## src/rtl/conv_pkg.sv

```systemverilog
// Shared definitions for the convolution block family: sequencer state
// encoding and the default downstream pipeline latencies.
package conv_pkg;

  localparam int DEF_WT_LATENCY      = 3;
  localparam int DEF_CONV_PE_PIPE    = 4;
  localparam int DEF_QUANT_LATENCY   = 4;
  localparam int DEF_MAXPOOL_LATENCY = 4;

  typedef enum logic [2:0] {
    S_IDLE,
    S_LOAD_BIAS,
    S_WAIT_BIAS,
    S_CONV,
    S_DRAIN,
    S_NEXT
  } seq_state_e;

endpackage

```

## src/rtl/conv_layer_sequencer_if.sv

```systemverilog
// Data-path handshakes between the layer sequencer and the bias store,
// weight manager, pixel stream and conv_3x3 array.
interface conv_layer_sequencer_if #(
  parameter int WT_ADDR_WIDTH   = 12,
  parameter int BIAS_ADDR_WIDTH = 7
);

  logic                       bias_rd_en;
  logic [BIAS_ADDR_WIDTH-1:0] bias_rd_group;
  logic                       bias_valid;
  logic                       wt_rd_en;
  logic [WT_ADDR_WIDTH-1:0]   wt_rd_addr;
  logic                       frame_start;
  logic                       pixel_valid;
  logic                       pixel_ready;
  logic                       last_pixel;
  logic                       conv_valid_in;
  logic                       conv_last_channel;

  modport master (
    output bias_rd_en, bias_rd_group, wt_rd_en, wt_rd_addr, frame_start,
           pixel_ready, conv_valid_in, conv_last_channel,
    input  bias_valid, pixel_valid, last_pixel
  );

  modport slave (
    input  bias_rd_en, bias_rd_group, wt_rd_en, wt_rd_addr, frame_start,
           pixel_ready, conv_valid_in, conv_last_channel,
    output bias_valid, pixel_valid, last_pixel
  );

endinterface

```

## src/rtl/valid_delay_line.sv

```systemverilog
// Fixed-depth shift register that carries flags alongside the weight read
// latency so they reach conv_3x3 together with the weights.
module valid_delay_line #(
  parameter int DEPTH = 3,
  parameter int WIDTH = 1
) (
  input  logic             clk,
  input  logic             rst,
  input  logic [WIDTH-1:0] din,
  output logic [WIDTH-1:0] dout
);

  logic [WIDTH-1:0] stage_q [DEPTH];

  // NOTE: every stage is reset, not just the head, so an aborted layer
  // cannot leak stale valids into conv_3x3 after rst.
  always_ff @(posedge clk) begin
    if (rst) begin
      for (int i = 0; i < DEPTH; i++) stage_q[i] <= '0;
    end else begin
      stage_q[0] <= din;
      for (int i = 1; i < DEPTH; i++) stage_q[i] <= stage_q[i-1];
    end
  end

  assign dout = stage_q[DEPTH-1];

endmodule

```

## src/rtl/conv_layer_sequencer.sv

```systemverilog
// Runs a full convolution layer from one go: per output group it loads the
// bias, replays the pixel stream and walks the weight addresses.
module conv_layer_sequencer
  import conv_pkg::*;
#(
  parameter int WT_ADDR_WIDTH   = 12,
  parameter int BIAS_ADDR_WIDTH = 7,
  parameter int CI_WIDTH        = 10,
  parameter int WT_LATENCY      = DEF_WT_LATENCY,
  parameter int CONV_PE_PIPE    = DEF_CONV_PE_PIPE,
  parameter int QUANT_LATENCY   = DEF_QUANT_LATENCY,
  parameter int MAXPOOL_LATENCY = DEF_MAXPOOL_LATENCY,
  parameter int PIPE_DEPTH      = WT_LATENCY + CONV_PE_PIPE + 1 + QUANT_LATENCY + MAXPOOL_LATENCY
) (
  input  logic                       clk,
  input  logic                       rst,
  input  logic [CI_WIDTH-1:0]        cfg_ci_groups,
  input  logic [BIAS_ADDR_WIDTH-1:0] cfg_co_groups,
  input  logic [BIAS_ADDR_WIDTH-1:0] cfg_bias_base,
  input  logic [WT_ADDR_WIDTH-1:0]   cfg_wt_base_addr,
  input  logic                       cfg_maxpool_en,
  input  logic                       go,
  output logic                       busy,
  output logic                       done,
  output logic                       group_done,
  output logic [BIAS_ADDR_WIDTH-1:0] cur_group,
  conv_layer_sequencer_if.master     bus
);

  localparam int DRAIN_W = $clog2(PIPE_DEPTH + 1);

  seq_state_e state_q, state_d;

  // Layer configuration captured at go
  logic [CI_WIDTH-1:0]        ci_eff_q;
  logic [BIAS_ADDR_WIDTH-1:0] co_last_q;
  logic                       co_zero_q;
  logic [BIAS_ADDR_WIDTH-1:0] bias_base_q;
  logic [DRAIN_W-1:0]         drain_last_q;

  logic [CI_WIDTH-1:0]        ci_cnt_q;
  logic [WT_ADDR_WIDTH-1:0]   grp_base_q;
  logic [DRAIN_W-1:0]         drain_cnt_q;
  logic [WT_ADDR_WIDTH-1:0]   wt_rd_addr_q;
  logic bias_rd_en_q, frame_start_q, wt_rd_en_q, wt_last_q;
  logic [1:0] aligned;

  logic go_accept, beat, last_ch, drain_end, last_group, layer_end;

  // A go landing on the done cycle is ignored, hence the !done term.
  assign go_accept  = (state_q == S_IDLE) && go && !done;
  assign beat       = (state_q == S_CONV) && bus.pixel_valid;
  assign last_ch    = (ci_cnt_q == ci_eff_q - CI_WIDTH'(1));
  assign drain_end  = (state_q == S_DRAIN) && (drain_cnt_q == drain_last_q);
  assign last_group = (cur_group == co_last_q);
  assign layer_end  = ((state_q == S_LOAD_BIAS) && co_zero_q) || (drain_end && last_group);

  always_comb begin
    // NOTE: state_d takes its hold value before the case so paths that do
    // not assign it cannot infer a latch.
    state_d = state_q;
    unique case (state_q)
      S_IDLE:      if (go_accept) state_d = S_LOAD_BIAS;
      S_LOAD_BIAS: state_d = co_zero_q ? S_IDLE : S_WAIT_BIAS;
      S_WAIT_BIAS: if (bus.bias_valid) state_d = S_CONV;
      S_CONV:      if (beat && last_ch && bus.last_pixel) state_d = S_DRAIN;
      S_DRAIN:     if (drain_end) state_d = last_group ? S_IDLE : S_NEXT;
      S_NEXT:      state_d = S_LOAD_BIAS;
      default:     state_d = S_IDLE;
    endcase
  end

  // NOTE: all state below updates with <= so every reader in this block sees
  // the pre-edge value regardless of statement order.
  always_ff @(posedge clk) begin
    if (rst) begin
      state_q       <= S_IDLE;
      busy          <= 1'b0;
      done          <= 1'b0;
      group_done    <= 1'b0;
      cur_group     <= '0;
      bias_rd_en_q  <= 1'b0;
      frame_start_q <= 1'b0;
      wt_rd_en_q    <= 1'b0;
      wt_last_q     <= 1'b0;
      wt_rd_addr_q  <= '0;
      ci_cnt_q      <= '0;
      grp_base_q    <= '0;
      drain_cnt_q   <= '0;
      ci_eff_q      <= '0;
      co_last_q     <= '0;
      co_zero_q     <= 1'b0;
      bias_base_q   <= '0;
      drain_last_q  <= '0;
    end else begin
      state_q       <= state_d;
      done          <= layer_end;
      group_done    <= drain_end;
      bias_rd_en_q  <= (state_q == S_LOAD_BIAS) && !co_zero_q;
      frame_start_q <= (state_q == S_WAIT_BIAS) && bus.bias_valid;
      wt_rd_en_q    <= beat;
      wt_last_q     <= beat && last_ch;
      drain_cnt_q   <= (state_q == S_DRAIN) ? drain_cnt_q + DRAIN_W'(1) : '0;

      if (go_accept)      busy <= 1'b1;
      else if (layer_end) busy <= 1'b0;

      if (go_accept) begin
        ci_eff_q     <= (cfg_ci_groups == '0) ? CI_WIDTH'(1) : cfg_ci_groups;
        co_last_q    <= cfg_co_groups - BIAS_ADDR_WIDTH'(1);
        co_zero_q    <= (cfg_co_groups == '0);
        bias_base_q  <= cfg_bias_base;
        drain_last_q <= cfg_maxpool_en ? DRAIN_W'(PIPE_DEPTH - 1)
                                       : DRAIN_W'(PIPE_DEPTH - MAXPOOL_LATENCY - 1);
        cur_group    <= '0;
        grp_base_q   <= cfg_wt_base_addr;
        ci_cnt_q     <= '0;
      end

      if (beat) begin
        wt_rd_addr_q <= grp_base_q + WT_ADDR_WIDTH'(ci_cnt_q);
        ci_cnt_q     <= last_ch ? '0 : ci_cnt_q + CI_WIDTH'(1);
      end

      // Per-group weight base is accumulated rather than multiplied out.
      if (state_q == S_NEXT) begin
        cur_group  <= cur_group + BIAS_ADDR_WIDTH'(1);
        grp_base_q <= grp_base_q + WT_ADDR_WIDTH'(ci_eff_q);
      end
    end
  end

  valid_delay_line #(
    .DEPTH (WT_LATENCY),
    .WIDTH (2)
  ) u_align (
    .clk  (clk),
    .rst  (rst),
    .din  ({wt_rd_en_q, wt_last_q}),
    .dout (aligned)
  );

  assign bus.bias_rd_en        = bias_rd_en_q;
  assign bus.bias_rd_group     = bias_base_q + cur_group;
  assign bus.wt_rd_en          = wt_rd_en_q;
  assign bus.wt_rd_addr        = wt_rd_addr_q;
  assign bus.frame_start       = frame_start_q;
  assign bus.pixel_ready       = (state_q == S_CONV);
  assign bus.conv_valid_in     = aligned[1];
  assign bus.conv_last_channel = aligned[0];

endmodule

```

## src/flat_wrapper.sv

```systemverilog
// flat-port wrapper written by rule: the top's interface ports become plain ports
module conv_layer_sequencer_flat import conv_pkg::*;
#(
  parameter int WT_ADDR_WIDTH   = 12,
  parameter int BIAS_ADDR_WIDTH = 7,
  parameter int CI_WIDTH        = 10,
  parameter int WT_LATENCY      = DEF_WT_LATENCY,
  parameter int CONV_PE_PIPE    = DEF_CONV_PE_PIPE,
  parameter int QUANT_LATENCY   = DEF_QUANT_LATENCY,
  parameter int MAXPOOL_LATENCY = DEF_MAXPOOL_LATENCY,
  parameter int PIPE_DEPTH      = WT_LATENCY + CONV_PE_PIPE + 1 + QUANT_LATENCY + MAXPOOL_LATENCY
)
  (clk, rst, cfg_ci_groups, cfg_co_groups, cfg_bias_base, cfg_wt_base_addr, cfg_maxpool_en, go, busy, done, group_done, cur_group, bus_bias_rd_en, bus_bias_rd_group, bus_wt_rd_en, bus_wt_rd_addr, bus_frame_start, bus_pixel_ready, bus_conv_valid_in, bus_conv_last_channel, bus_bias_valid, bus_pixel_valid, bus_last_pixel);
  conv_layer_sequencer_if #(.WT_ADDR_WIDTH(WT_ADDR_WIDTH), .BIAS_ADDR_WIDTH(BIAS_ADDR_WIDTH)) bus_i ();
  input  logic clk;
  input  logic rst;
  input  logic [CI_WIDTH-1:0] cfg_ci_groups;
  input  logic [BIAS_ADDR_WIDTH-1:0] cfg_co_groups;
  input  logic [BIAS_ADDR_WIDTH-1:0] cfg_bias_base;
  input  logic [WT_ADDR_WIDTH-1:0] cfg_wt_base_addr;
  input  logic cfg_maxpool_en;
  input  logic go;
  output logic busy;
  output logic done;
  output logic group_done;
  output logic [BIAS_ADDR_WIDTH-1:0] cur_group;
  output wire logic [$bits(bus_i.bias_rd_en)-1:0] bus_bias_rd_en;
  output wire logic [$bits(bus_i.bias_rd_group)-1:0] bus_bias_rd_group;
  output wire logic [$bits(bus_i.wt_rd_en)-1:0] bus_wt_rd_en;
  output wire logic [$bits(bus_i.wt_rd_addr)-1:0] bus_wt_rd_addr;
  output wire logic [$bits(bus_i.frame_start)-1:0] bus_frame_start;
  output wire logic [$bits(bus_i.pixel_ready)-1:0] bus_pixel_ready;
  output wire logic [$bits(bus_i.conv_valid_in)-1:0] bus_conv_valid_in;
  output wire logic [$bits(bus_i.conv_last_channel)-1:0] bus_conv_last_channel;
  input wire logic [$bits(bus_i.bias_valid)-1:0] bus_bias_valid;
  input wire logic [$bits(bus_i.pixel_valid)-1:0] bus_pixel_valid;
  input wire logic [$bits(bus_i.last_pixel)-1:0] bus_last_pixel;
  assign bus_bias_rd_en = bus_i.bias_rd_en;
  assign bus_bias_rd_group = bus_i.bias_rd_group;
  assign bus_wt_rd_en = bus_i.wt_rd_en;
  assign bus_wt_rd_addr = bus_i.wt_rd_addr;
  assign bus_frame_start = bus_i.frame_start;
  assign bus_pixel_ready = bus_i.pixel_ready;
  assign bus_conv_valid_in = bus_i.conv_valid_in;
  assign bus_conv_last_channel = bus_i.conv_last_channel;
  assign bus_i.bias_valid = bus_bias_valid;
  assign bus_i.pixel_valid = bus_pixel_valid;
  assign bus_i.last_pixel = bus_last_pixel;
  conv_layer_sequencer #(.WT_ADDR_WIDTH(WT_ADDR_WIDTH), .BIAS_ADDR_WIDTH(BIAS_ADDR_WIDTH), .CI_WIDTH(CI_WIDTH), .WT_LATENCY(WT_LATENCY), .CONV_PE_PIPE(CONV_PE_PIPE), .QUANT_LATENCY(QUANT_LATENCY), .MAXPOOL_LATENCY(MAXPOOL_LATENCY), .PIPE_DEPTH(PIPE_DEPTH)) u_core (.clk(clk), .rst(rst), .cfg_ci_groups(cfg_ci_groups), .cfg_co_groups(cfg_co_groups), .cfg_bias_base(cfg_bias_base), .cfg_wt_base_addr(cfg_wt_base_addr), .cfg_maxpool_en(cfg_maxpool_en), .go(go), .busy(busy), .done(done), .group_done(group_done), .cur_group(cur_group), .bus(bus_i));
endmodule
```

## config.mk

```make
export PLATFORM = sky130hd
export DESIGN_NAME = conv_layer_sequencer_flat
export DESIGN_NICKNAME = d
export VERILOG_FILES = /design/src/rtl/conv_pkg.sv /design/src/rtl/conv_layer_sequencer_if.sv /design/src/rtl/valid_delay_line.sv /design/src/rtl/conv_layer_sequencer.sv /design/src/flat_wrapper.sv
export SDC_FILE = /design/constraint.sdc
export NUM_CORES = 1
export LEC_CHECK = 0
export ABC_AREA = 1
export CAP_MARGIN = 15
export CORE_ASPECT_RATIO = 0.7
export CORE_UTILIZATION = 55
export CTS_BUF_LIST = sky130_fd_sc_hd__clkbuf_4 sky130_fd_sc_hd__clkbuf_8
export CTS_CLUSTER_DIAMETER = 200
export DETAILED_ROUTE_END_ITERATION = 6
export PLACE_DENSITY = 0.84
export SLEW_MARGIN = 20
export SYNTH_ARGS = -nofsm -noshare
export SYNTH_HDL_FRONTEND = slang
export SYNTH_SLANG_ARGS = --single-unit
```

## constraint.sdc

```tcl
create_clock -name clk -period 2.9 [get_ports clk]
set_clock_uncertainty 0.15 [all_clocks]
set_input_delay 0.58 -clock clk [delete_from_list [all_inputs] [get_ports clk]]
set_output_delay 0.58 -clock clk [all_outputs]
set_load 0.05 [all_outputs]
```

---- After elaboration in Yosys (flattened, before gate mapping) ----
Memory sizes are Yosys's and may differ from the RTL's.
Index checks and enable logic that the tools add are counted.
storage, ports and cells
  output and inout port bits .............. 35
  word-level logic and storage cells ...... 88
  input port bits ......................... 43
  memories kept ........................... 1
  RAM bits ................................ 6
  register bits after elaboration ......... 86
memory list
  name                    depth  width  rd ports  clocked after Yosys merged registers in  wr ports  line                    RTL
  u_core.u_align.stage_q  3      2      3         0                                        3         valid_delay_line.sv:13  logic [WIDTH-1:0] stage_q [DEPTH];
cells by class
  bitwise gates (word level) .............. 4
  reductions and logical operators ........ 21
  mux-type cells .......................... 24
  equal/unequal tests ..................... 12
  $add $sub $neg .......................... 8
operators with widths
  operator                                             count
  2-to-1 mux 10 bit                                    4
  adder 12 x 10 -> 12 bit                              2
  2-to-1 mux 12 bit                                    2
  2-to-1 mux 3 bit                                     6
  one-hot mux 3 bit (6 select lines)                   1
  2-to-1 mux 7 bit                                     2
  adder 10 x 1 -> 10 bit, second input constant        1
  equality test 10 bit                                 1
  logical AND 1 bit                                    10
  zero test 10 bit                                     1
  subtractor 10 x 1 -> 10 bit, second input constant   1
  2-to-1 mux 2 bit                                     4
  adder 7 x 1 -> 7 bit, second input constant          1
  adder 7 bit                                          1
  equality test 7 bit                                  1
  zero test 7 bit                                      1
  subtractor 7 x 1 -> 7 bit, second input constant     1
  equality test 3 x 2 -> 1 bit, second input constant  2
  equality test 3 bit, second input constant           2
  != test 2 x 1 -> 1 bit, second input constant        3
  nonzero test 2 bit                                   3
  adder 5 x 1 -> 5 bit, second input constant          1
  equality test 5 bit                                  1
  2-to-1 mux 1 bit                                     5
  other kinds (9)                                      12

---- Longest topological paths before layout ----
  depth in word-level cells ............... 6
  depth in mapped cells ................... 16

---- Cells and area by module ----
Synthesis repeated with hierarchy kept, for this count alone.
unflattened totals
  cell total of the unflattened synthesis .. 724
  area total of the unflattened synthesis .. 5,215.0 um^2
modules (own cells, without submodules)
  module                cells an instance  instances  area an instance (um^2)
  conv_layer_sequencer  704                1          5,034.8
  valid_delay_line      20                 1          180.2

---- Worst setup path after synthesis ----
OpenSTA, ideal clock, no wires.
  path type ............................... reg-to-output
  from .................................... reg u_core.cur_group[0]
  to ...................................... out bus_bias_rd_group[6]
  slack ................................... -0.484 ns
  arrival time ............................ 2.654 ns
  stages on the path, launching flop included .. 9
  buffers on the path ..................... 0
  required time ........................... 2.170 ns
  cell sequence ........................... dfxtp_1 -> ha_1 -> inv_1 -> fa_1 -> o21ai_0 -> nand2_1 -> a21oi_1 -> nor2_1 -> xor2_1
between the ends
  longest elaborated chain between the ends .. 1
RTL lines
  what                      line                         RTL
  start: declaration        conv_layer_sequencer.sv:26   output logic [BIAS_ADDR_WIDTH-1:0] cur_group,
  start signal: assignment  conv_layer_sequencer.sv:127  cur_group <= cur_group + BIAS_ADDR_WIDTH'(1);
  adder 7 bit               conv_layer_sequencer.sv:144  assign bus.bias_rd_group = bias_base_q + cur_group;
  end: declaration          flat_wrapper.sv:28           output wire logic [$bits(bus_i.bias_rd_group)-1:0] bus_bias_rd_group;
No other way between the ends.

---- Final worst setup path ----
  from .................................... reg u_core.bias_base_q[2]
  to ...................................... out bus_bias_rd_group[5]
between the ends
  longest elaborated chain between the ends .. 1
RTL lines
  what                      line                         RTL
  start: declaration        conv_layer_sequencer.sv:38   logic [BIAS_ADDR_WIDTH-1:0] bias_base_q;
  start signal: assignment  conv_layer_sequencer.sv:112  bias_base_q <= cfg_bias_base;
  adder 7 bit               conv_layer_sequencer.sv:144
No other way between the ends.

==> metrics.txt <==
DIE WIDTH=119.0 um; CP Launch Type=flip-flop; Hold Path Cell Cnt=2; Die H=83.91 um; WHS=0.2668 ns; largest net degree at the start of global routing=39; maximum fanout along the worst path=4; antenna cell count=0; Top-Level Pins=78; normalized max-slew margin=64.57%; grt total ovfl=0; Yosys cell types=44; hold endpoint=u_core.u_align.stage_q[0][0]$_SDFF_PP0_; CTS root buffer=clkbuf_8; drt total wl=14600 um; Area growth syn-to-layout=25.02%; area leader, netlist=dfxtp_1; R2R depth=14; Max Fclk=356.7 MHz; H-tree depth=3; Synth Warn #=0; Slew @ Worst Pin=0.5298 ns; vias in the first global route=4844; Net count, final=902; FF/Latch Area=1792 um2; Via density=5.636; initial core utilization=57.42%; top_reg_cell synth=dfxtp_1; core area=9180 um2; status=complete, no violations; clock slew at reported path FFs=0.09 ns; FF-to-FF setup slack=0.61 ns; multi-input logic area=3097 um2; CTS max path bufs=2; layout cells sized above 1=9.288%; fill count=735; worst hold-check path type=reg2reg; synthesized cell area=5271 um2; mean post-synth cell area=7.104 um2; Fin Setup TNS=0 ns; GPL Wtd Cong=0.9625; Pins Over Slew Limit=0; Post-Syn Instances=742; Crit. End Element=output port; RSZ-0062 raised after global routing=true; Power, Total=0.005058 W; Static Leak=2.785 nW; DRT Pass-1 Iters=5; sequential share of the synthesized area=33.80%; initial antenna violation count=0; total global-route track usage=29.60%; Residual DRC=0; worst vdd ir=0.4178 mV; wire per inst=15.32 um; # port buffers=77; HPWL Detailed=11170 um; reg-to-reg startpoint=u_core.ci_eff_q[1]$_SDFFE_PP0P_; total CTS buffers=9; pwr dens=767.6 nW/um2; hold path start=u_core.wt_last_q$_SDFF_PP0_; latest clock arrival within the worst-skew pair=0.37 ns; via count=5371; Tcrit/Tclk final=96.67%; clock sink count=89; Post-synth ARST share=0%; top cell type's share of synthesized area=33.80%; # setup viols final=0; Worst Path Arrival=2.07 ns; CTS tree=done; # rows=29; post-synth net total=820; Yosys reg bits=89; CP required=2.17 ns; Die ar.=9986 um2; DRT iter0 DRCs=432; reg2reg end=u_core.ci_cnt_q[7]$_SDFFE_PP0P_; first-pass GRT wire length=23360 um; number of synthesized flops with an enable pin=0; Final ANT Viol Nets=0; Setup CP Type=reg2out; minimum clock period=2.804 ns; number of max-cap violations=0; Fin. Hold Viols=0; Synth area leaders=dfxtp_1, nand2_1, ha_1
-- critical path: stages, from the launching register on --
cell      delay [ns]
dfxtp_2         0.34
ha_4            0.26
nand2_2         0.07
nor2_2          0.05
a211oi_2        0.26
nor2_1          0.10
o21ai_1         0.15
nand2_1         0.10
xor2_2          0.21
buf_12          0.16
-- report_power, final --
group | switching [W] | internal [W] | total (W)
Sequential | 0.000238 | 0.00143 | 0.00167
Combinational | 0.00153 | 0.000853 | 0.00239
Clock | 0.000479 | 0.000521 | 0.00100
-- state kept, by name, summed over array words and instances, names as in the netlist --
| name | cells |
|---|---|
| u_core.cur_group | 7 |
| u_core.co_zero_q | 1 |
| u_core.bus.bias_rd_en | 1 |
| u_core.bus.frame_start | 1 |
| u_core.ci_eff_q | 10 |
| u_core.bus.wt_rd_en | 1 |
| u_core.bias_base_q | 7 |
| u_core.busy | 1 |
| u_core.u_align.stage_q | 6 |
| u_core.co_last_q | 7 |
| u_core.wt_last_q | 1 |
| u_core.grp_base_q | 12 |
| u_core.drain_last_q | 2 |
| u_core.group_done | 1 |
| u_core.ci_cnt_q | 10 |
| u_core.done | 1 |
| u_core.bus.wt_rd_addr | 12 |
| u_core.drain_cnt_q | 5 |
| u_core.state_q | 3 |
-- layer usage --
metal,GRT usage [%],vias up,routed length [um]
met5,0,-,0
met4,8.746,0,231
met2,45.19,219,6367
met1,41.39,2499,6770
li1,-,2628,-
met3,6.831,25,1234
-- layout make-up --
| cell class | instances | area share [%] |
|---|---|---|
| Clock inverter | 6 | 1.443 |
| Clock buffer | 10 | 2.088 |
| Multi-Input combinational cell | 530 | 46.99 |
| Tap cell | 124 | 2.354 |
| Inverter | 102 | 5.810 |
| Sequential cell | 89 | 27.19 |
| Timing Repair Buffer | 92 | 14.13 |
-- cell usage after synthesis, types with 3 or more instances --
library cell  count
a211oi_1          7
a21oi_1          44
a221oi_1          3
a31oi_1          18
buf_2             6
buf_4             3
clkbuf_1         11
dfxtp_1          89
fa_1              3
ha_1             32
inv_1            98
inv_2             4
nand2_1         133
nand2_2           3
nand3_1          50
nand4_1          11
nor2_1           75
nor2_2            6
nor3_1           14
nor4_1            3
o211ai_1          4
o21ai_0          49
o21bai_1          6
o22ai_1           6
or2_2             3
xnor2_1          16
xor2_1           20
-- cell families after synthesis --
group | Yosys count | share of synthesized area (%)
DFF | 89 | 33.80
xor gates and xnor gates | 36 | 5.981
AOI/OAI and AO/OA | 151 | 16.62
and+or+nand+nor | 308 | 25.75
adders and majority gates | 35 | 8.735
buffers and inverters | 123 | 9.114
-- per-stage QoR --
stage | instances | setup WS [ns] | util, % | instance area, um2
floorplan | 742 | 0.01708 | - | 5308
global placement | 934 | 0.3761 | 68.41 | 6280
detailed placement | 934 | 0.3151 | 68.41 | 6280
CTS | 950 | 0.01104 | 71.02 | 6520
global route | 953 | -0.04573 | 71.79 | 6590
finish | 953 | 0.09647 | 71.79 | 6590
-- timing repair --
action / CTS / global route
pin swaps: 1 / 8
setup buffers: 0 / 3
resized for setup: 3 / 14
gates cloned: 0 / 0
hold buffers: 0 / 0
endpoints found under the setup margin: 2 / 2
-- worst max-delay path by stage --
stage,startpoint,endpoint,slack (ns),depth (start not counted)
2_1_floorplan,u_core.cur_group[2]$_SDFFE_PP0P_,bus_bias_rd_group[3],0.02,5
3_3_place_gp,u_core.cur_group[1]$_SDFFE_PP0P_,bus_bias_rd_group[6],0.38,8
3_5_place_dp,u_core.cur_group[1]$_SDFFE_PP0P_,bus_bias_rd_group[6],0.32,8
4_1_cts,u_core.cur_group[0]$_SDFFE_PP0P_,bus_bias_rd_group[6],0.01,9
5_1_grt,u_core.bias_base_q[2]$_SDFFE_PP0P_,bus_bias_rd_group[5],-0.05,9
6_report,u_core.bias_base_q[2]$_SDFFE_PP0P_,bus_bias_rd_group[5],0.1,9
-- cells in the final DEF (no fill, tap or decap), types with 3 or more instances in the layout --
master / n
nor4_1: 3
nand3_1: 50
a211oi_1: 6
o211ai_1: 4
buf_12: 5
a221oi_1: 3
a21oi_1: 43
nor3_1: 14
o21ai_1: 3
o21bai_1: 6
nor2_1: 73
clkdlybuf4s50_1: 71
ha_1: 30
xor2_1: 17
o22ai_1: 6
dfxtp_1: 83
inv_2: 4
nor2_2: 8
inv_6: 4
clkbuf_8: 10
nand2_1: 132
or2_2: 3
xnor2_1: 16
nand4_1: 11
nand2_2: 4
o21ai_0: 47
inv_1: 98
buf_4: 16
dfxtp_2: 5
a31oi_1: 18
(Power assumes the default switching activity.)
